File: config.mk
export PLATFORM = sky130hd
export DESIGN_NAME = bp_fe_bht_gshare
export DESIGN_NICKNAME = d
export VERILOG_FILES = /design/src/rtl/bp_fe_bht_gshare.sv
export SDC_FILE = /design/constraint.sdc
export NUM_CORES = 2
export LEC_CHECK = 0
export ABC_CLOCK_PERIOD_IN_PS = 54700
export BUFFER_PORTS_ARGS = -buffer_cell sky130_fd_sc_hd__clkbuf_2
export CAP_MARGIN = 15
export CORE_MARGIN = 8
export CORE_UTILIZATION = 40
export CTS_BUF_LIST = sky130_fd_sc_hd__clkbuf_8
export DETAILED_ROUTE_END_ITERATION = 8
export PLACE_DENSITY_LB_ADDON = 0.2
export SYNTH_ARGS = -nofsm -noshare
export SYNTH_HDL_FRONTEND = slang
export SYNTH_SLANG_ARGS = --single-unit
export TNS_END_PERCENT = 1
File: constraint.sdc
create_clock -name clk_i -period 54.7 [get_ports clk_i]
set_clock_uncertainty 0.15 [all_clocks]
set_input_delay 2.735 -clock clk_i [delete_from_list [all_inputs] [get_ports clk_i]]
set_output_delay 2.735 -clock clk_i [all_outputs]
set_load 0.01 [all_outputs]
File: src/rtl/bp_fe_bht_gshare.sv
// bp_fe_bht_gshare
//   gshare branch history table for the fetch stage. Each entry is a
//   ctr_width_p-bit saturating counter indexed by (PC index ^ global history).
//   Prediction is registered (one cycle after r_v_i). The table initialises
//   itself with a sweep after every reset, writing "weakly not-taken".
//
// Ports
//   clk_i, reset_i        clock, asynchronous active-high reset
//   init_done_o           table sweep finished; 0 during reset and sweep
//   r_v_i, r_idx_i        prediction request and PC-derived index
//   spec_v_i, spec_taken_i  speculative direction shifted into history
//   predict_v_o, predict_o, ghist_o
//                         prediction valid / taken / history snapshot used
//   w_v_i, w_idx_i, w_ghist_i, w_taken_i, w_mispredict_i
//                         training update; mispredict also repairs history
//
// Build option
//   BP_FE_BHT_BYPASS_EN   when defined, a read that hits the entry being
//                         written in the same cycle sees the updated counter.
module bp_fe_bht_gshare #(
  parameter int bht_idx_width_p = 9,
  parameter int ghist_width_p   = 8,
  parameter int ctr_width_p     = 2
) (
  input  logic                       clk_i,
  input  logic                       reset_i,
  output logic                       init_done_o,
  input  logic                       r_v_i,
  input  logic [bht_idx_width_p-1:0] r_idx_i,
  input  logic                       spec_v_i,
  input  logic                       spec_taken_i,
  output logic                       predict_v_o,
  output logic                       predict_o,
  output logic [ghist_width_p-1:0]   ghist_o,
  input  logic                       w_v_i,
  input  logic [bht_idx_width_p-1:0] w_idx_i,
  input  logic [ghist_width_p-1:0]   w_ghist_i,
  input  logic                       w_taken_i,
  input  logic                       w_mispredict_i
);
  localparam int els_lp = 1 << bht_idx_width_p;
  localparam logic [ctr_width_p-1:0] ctr_init_lp = {1'b0, {(ctr_width_p-1){1'b1}}};
  localparam logic [ctr_width_p-1:0] ctr_max_lp  = '1;

  typedef enum logic {e_init, e_ready} state_e;

  state_e                       state_r, state_n;
  logic [bht_idx_width_p-1:0]   sweep_cnt_r;
  logic [ghist_width_p-1:0]     ghist_r, ghist_n;
  logic [ctr_width_p-1:0]       mem [els_lp];

  logic                         ready;
  logic [bht_idx_width_p-1:0]   r_hash, w_hash, mem_waddr;
  logic [ctr_width_p-1:0]       w_ctr_old, w_ctr_new, mem_wdata;
  logic                         mem_we, r_bit;

  // History is zero-extended into the upper index bits before the XOR.
  function automatic logic [bht_idx_width_p-1:0] hash_f(
    input logic [bht_idx_width_p-1:0] x, input logic [ghist_width_p-1:0] h);
    logic [bht_idx_width_p-1:0] hx;
    hx = '0;
    hx[ghist_width_p-1:0] = h;
    return x ^ hx;
  endfunction

  // Shift in a new bit; the {h,b} concat keeps this valid for 1-bit history.
  function automatic logic [ghist_width_p-1:0] shift_f(
    input logic [ghist_width_p-1:0] h, input logic b);
    logic [ghist_width_p:0] t;
    t = {h, b};
    return t[ghist_width_p-1:0];
  endfunction

  assign ready       = (state_r == e_ready);
  assign init_done_o = ready;

  // FSM next state
  always_comb begin
    state_n = state_r;
    if (state_r == e_init && sweep_cnt_r == '1) state_n = e_ready;
  end

  always_ff @(posedge clk_i or posedge reset_i) begin
    if (reset_i) begin
      state_r     <= e_init;
      sweep_cnt_r <= '0;
    end else begin
      state_r <= state_n;
      if (!ready) sweep_cnt_r <= sweep_cnt_r + 1'b1;
    end
  end

  // Training: read-modify-write on the write-hashed entry
  always_comb begin
    r_hash    = hash_f(r_idx_i, ghist_r);
    w_hash    = hash_f(w_idx_i, w_ghist_i);
    w_ctr_old = mem[w_hash];
    w_ctr_new = w_ctr_old;
    if (w_taken_i) begin
      if (w_ctr_old != ctr_max_lp) w_ctr_new = w_ctr_old + 1'b1;
    end else begin
      if (w_ctr_old != '0) w_ctr_new = w_ctr_old - 1'b1;
    end
    // The sweep owns the write port until the table is ready.
    mem_we    = !ready || w_v_i;
    mem_waddr = ready ? w_hash : sweep_cnt_r;
    mem_wdata = ready ? w_ctr_new : ctr_init_lp;
  end

  always_ff @(posedge clk_i) begin
    if (mem_we) mem[mem_waddr] <= mem_wdata;
  end

  // Read data, optionally forwarded from the concurrent write
  always_comb begin
    r_bit = mem[r_hash][ctr_width_p-1];
`ifdef BP_FE_BHT_BYPASS_EN
    if (ready && w_v_i && (w_hash == r_hash)) r_bit = w_ctr_new[ctr_width_p-1];
`endif
  end

  // History: repair wins over a same-cycle speculative shift
  always_comb begin
    ghist_n = ghist_r;
    if (ready) begin
      if (w_v_i && w_mispredict_i) ghist_n = shift_f(w_ghist_i, w_taken_i);
      else if (spec_v_i)           ghist_n = shift_f(ghist_r, spec_taken_i);
    end
  end

  always_ff @(posedge clk_i or posedge reset_i) begin
    if (reset_i) begin
      ghist_r     <= '0;
      predict_v_o <= 1'b0;
      predict_o   <= 1'b0;
      ghist_o     <= '0;
    end else begin
      ghist_r     <= ghist_n;
      predict_v_o <= ready && r_v_i;
      if (ready && r_v_i) begin
        predict_o <= r_bit;
        ghist_o   <= ghist_r;
      end
    end
  end

endmodule

==> summary.md <==
| Metric | Value |
|---|---|
| Status | `complete, no violations` |
| Post-synthesis cell area | `47300 µm²` |
| Top-area cell type share of the netlist area | `65.0%` |
| Most frequent cells after synthesis | `edfxtp_1 (1024), nor2_1 (558), mux4_2 (412)` |
| Final Hold Vio Count | `0` |
| H-tree depth | `4` |
| Cell count after synthesis | `2830` |
| Worst Setup End Kind | `register` |
| Syn nets | `2866` |
| DP Area | `49300 µm²` |
| Area of the multi-input gates | `15100 µm²` |
| Area Growth Syn to Fin | `10.9%` |
| TNS Setup | `0 ns` |
| Maxcap violations | `0` |
| Die width | `360 µm` |
| Post-synth EDFFs | `1024` |
| Register area | `31500 µm²` |
| Sw frac | `24.2%` |
| Crit start category | `input port` |
| P_sw | `393 µW` |
| Remaining antenna violation count | `0` |
| Slowest cell on the critical path | `buf_4` |
| FMAX | `94.7 MHz` |
| First-pass GRT wire length | `207000 µm` |
| Finished Cell Area | `52400 µm²` |
| Mean Syn Cell Area | `16.7 µm²` |
| WHS Path Cells | `1` |
| Worst reg-to-reg path cell count | `13` |
| Die area | `129000 µm²` |
| Crit path largest cell delay | `0.99 ns` |
| Bufs on Longest Clock Path | `3` |
| RePlAce Congestion | `0.838` |
| Worst Hold Class | `register to register` |
| 1st-iter DRT viols | `3383` |
| Most common cell in the netlist | `edfxtp_1` |
| DP HPWL | `83200 µm` |
| Fillers | `10237` |
| Clock share of power | `39.7%` |
| Power Internal | `1230 µW` |
| DRT Pass-1 Iters | `6` |
| Hold Buf Count CTS | `0` |
| Total Nets Final | `2939` |
| Post_cts resized | `0` |
| CP required | `55.02 ns` |
| Core Area | `118000 µm²` |
| Slew Limit Headroom | `21.9%` |
| Most Frequent Cell on Critical Path | `buf_4` |
| Cell family with most CP delay | `buffers and inverters` |
| Chip height | `360 µm` |
| Final worst-path cycle share | `19.3%` |
| Num ports | `45` |
| Post-layout util | `44.6%` |
| RSZ-0062 raised after global routing | `false` |
| Comb power frac | `6.7%` |
| Leakage Power | `0.0161 µW` |
| Critical path fanouts, max | `124` |
| WP data arrival | `10.87 ns` |
| Vias in the first global route | `29370` |
| Hold_sp | `sweep_cnt_r[7]` |
| Yosys reg bits | `1052` |
| Num CTS Buffers | `173` |
| # rows | `126` |
| Setup violations, final | `0` |
| Slew Limit Fails | `0` |
| Initial antenna violation count | `2` |
| Routed WL | `143000 µm` |
| Critical path class | `input port to register` |
| Via density per instance | `6.16` |
| Max VDD drop | `0.0000228 V` |
| Sink Count | `1052` |
| Routed via count | `28095` |
| Pin count of the biggest net entering global routing | `134` |
| Remaining DRCs | `0` |
| Crit path time final | `10.55 ns` |
| Pwr per Cell Area | `30.9 nW/µm²` |
| Yosys warning count | `0` |
| Synth cell types | `63` |
| Worst slew pin tran | `1.17 ns` |
| Main synth FF type | `edfxtp_1` |
| Mean routed wirelength per cell | `31.4 µm` |
| CP startpoint | `w_ghist_i[0]` |
| Crit path depth | `18` |
| Part of the power in registers | `53.7%` |
| All-Layer GR Usage | `21.8%` |
| Ranking of synthesized cells by area | `edfxtp_1 (65%), mux4_2 (20%), nor2_1 (4.4%)` |
| Reg clk slew, reported paths | `0.06 ns` |
| Critical path, cell by cell | `clkbuf_2, xor2_4, buf_4, buf_4, buf_4, nor2_1, a32oi_1, nand4_1, a21oi_1, nor4_1, o32a_1, mux2i_1, maj3_1, and2_4, buf_4, buf_16, buf_4, buf_4` |
| Root buf cell | `clkbuf_8` |
| Layout cells sized above 1 | `26.0%` |
| Reg2Reg Launch Point | `mem[359][1]` |
| Worst path bufs/invs | `8` |
| Clk_lat worst skew | `0.86 ns` |
| Initial Util | `40.2%` |
| Async S/R FF share, synth | `2.66%` |
| CTS tree | `yes` |
| Port-buffer cells | `44` |
| Setup bufs post-CTS | `0` |
| Seq/Total Area, Yosys | `66.5%` |
| Grt ovf | `0` |
| Biggest area consumer among synthesized cells | `edfxtp_1` |
## worst register-to-register path, cell delays in order, from the launching register on
cell	delay, ns
edfxtp_1	0.36
mux4_2	0.24
mux2i_1	0.10
a2111oi_0	0.47
a21oi_1	0.15
o311ai_1	0.50
o32ai_1	0.20
mux2i_1	0.28
maj3_1	0.21
and2_4	0.63
buf_4	0.41
buf_16	0.37
buf_4	0.92
buf_4	1.00
## routing by layer
layer,global-route usage [%],share of wire [%]
met1,28.6,39
met2,35.6,48
met3,4.82,8.8
met4,8.29,3.6
met5,0,0
## sequential cells by signal, summed over array words and instances, names as in the netlist
register	count
ghist_o	8
ghist_r	8
init_done_o	1
mem	1024
predict_o	1
predict_v_o	1
sweep_cnt_r	9
## final timing paths
check                                 endpoint  slack, ns
worst min register to register  sweep_cnt_r[7]       0.35
max in group asynchronous       sweep_cnt_r[6]      52.09
min in group asynchronous           ghist_o[7]       1.79
worst max-delay path               mem[236][1]      44.15
worst max register to register     mem[236][1]      48.30
worst min-delay path            sweep_cnt_r[7]       0.35
## power groups by stage
stage / Combinational (µW) / Clock, µW / Sequential, µW
global placement: 108 / 0 / 887
global route: 113 / 686 / 870
CTS: 108 / 655 / 871
detailed placement: 108 / 0 / 887
floorplan: 68.1 / 0 / 887
finish: 108 / 644 / 871
## cell families after synthesis
kind of cell | after synthesis | share of synthesized area (%)
and+or+nand+nor | 913 | 7.75
muxes | 465 | 20.8
buffers and inverters | 222 | 2.20
adders and majority gates | 3 | 0.0741
xor gates and xnor gates | 29 | 0.585
AOI/OAI and AO/OA | 146 | 2.12
DFF | 1052 | 66.5
## stage by stage
step / total power (µW) / hold slack [ns] / instances / worst slack [ns]
2_1_floorplan: 956 / 0.310 / 2830 / 34.18
3_3_place_gp: 995 / 0.339 / 4261 / 43.06
3_5_place_dp: 995 / 0.348 / 4261 / 42.84
4_1_cts: 1630 / 0.358 / 4558 / 43.77
5_1_grt: 1670 / 0.381 / 4562 / 43.48
6_report: 1620 / 0.354 / 4563 / 44.15
## layout by cell type, fill, tap and decap left out, types with 4 or more instances in the layout
master,synthesis,layout
inv_1,5,55
nand3_1,62,62
dfrtp_1,28,28
nand4_1,30,30
nand2_2,0,15
clkbuf_2,0,44
o22ai_1,16,16
a22oi_1,14,14
buf_4,29,65
o2111ai_1,5,5
o21ai_1,7,4
o32ai_1,4,4
clkbuf_8,0,178
xnor2_2,0,8
clkinv_1,0,40
edfxtp_1,1024,1024
o21ai_0,9,9
and3_1,10,10
nor2_1,558,556
nand2_1,227,211
clkinv_2,0,11
a21oi_1,29,29
mux2_2,10,10
xor2_4,0,9
a31oi_1,17,17
xnor2_1,17,9
a32oi_1,11,11
nor3_1,9,9
mux2i_1,43,43
bufinv_16,0,5
mux4_2,412,412
clkinvlp_4,0,8
## cell type report
class	count	share of cell area, %
Antenna cell	2	0.00954
Clock buffer	178	4.67
Inverter	5	0.0358
Clock inverter	119	1.25
Sequential cell	1052	60.0
Multi-Input combinational cell	1556	28.8
Tap cell	1536	3.66
Timing Repair Buffer	115	1.62
(Power assumes the default switching activity.)
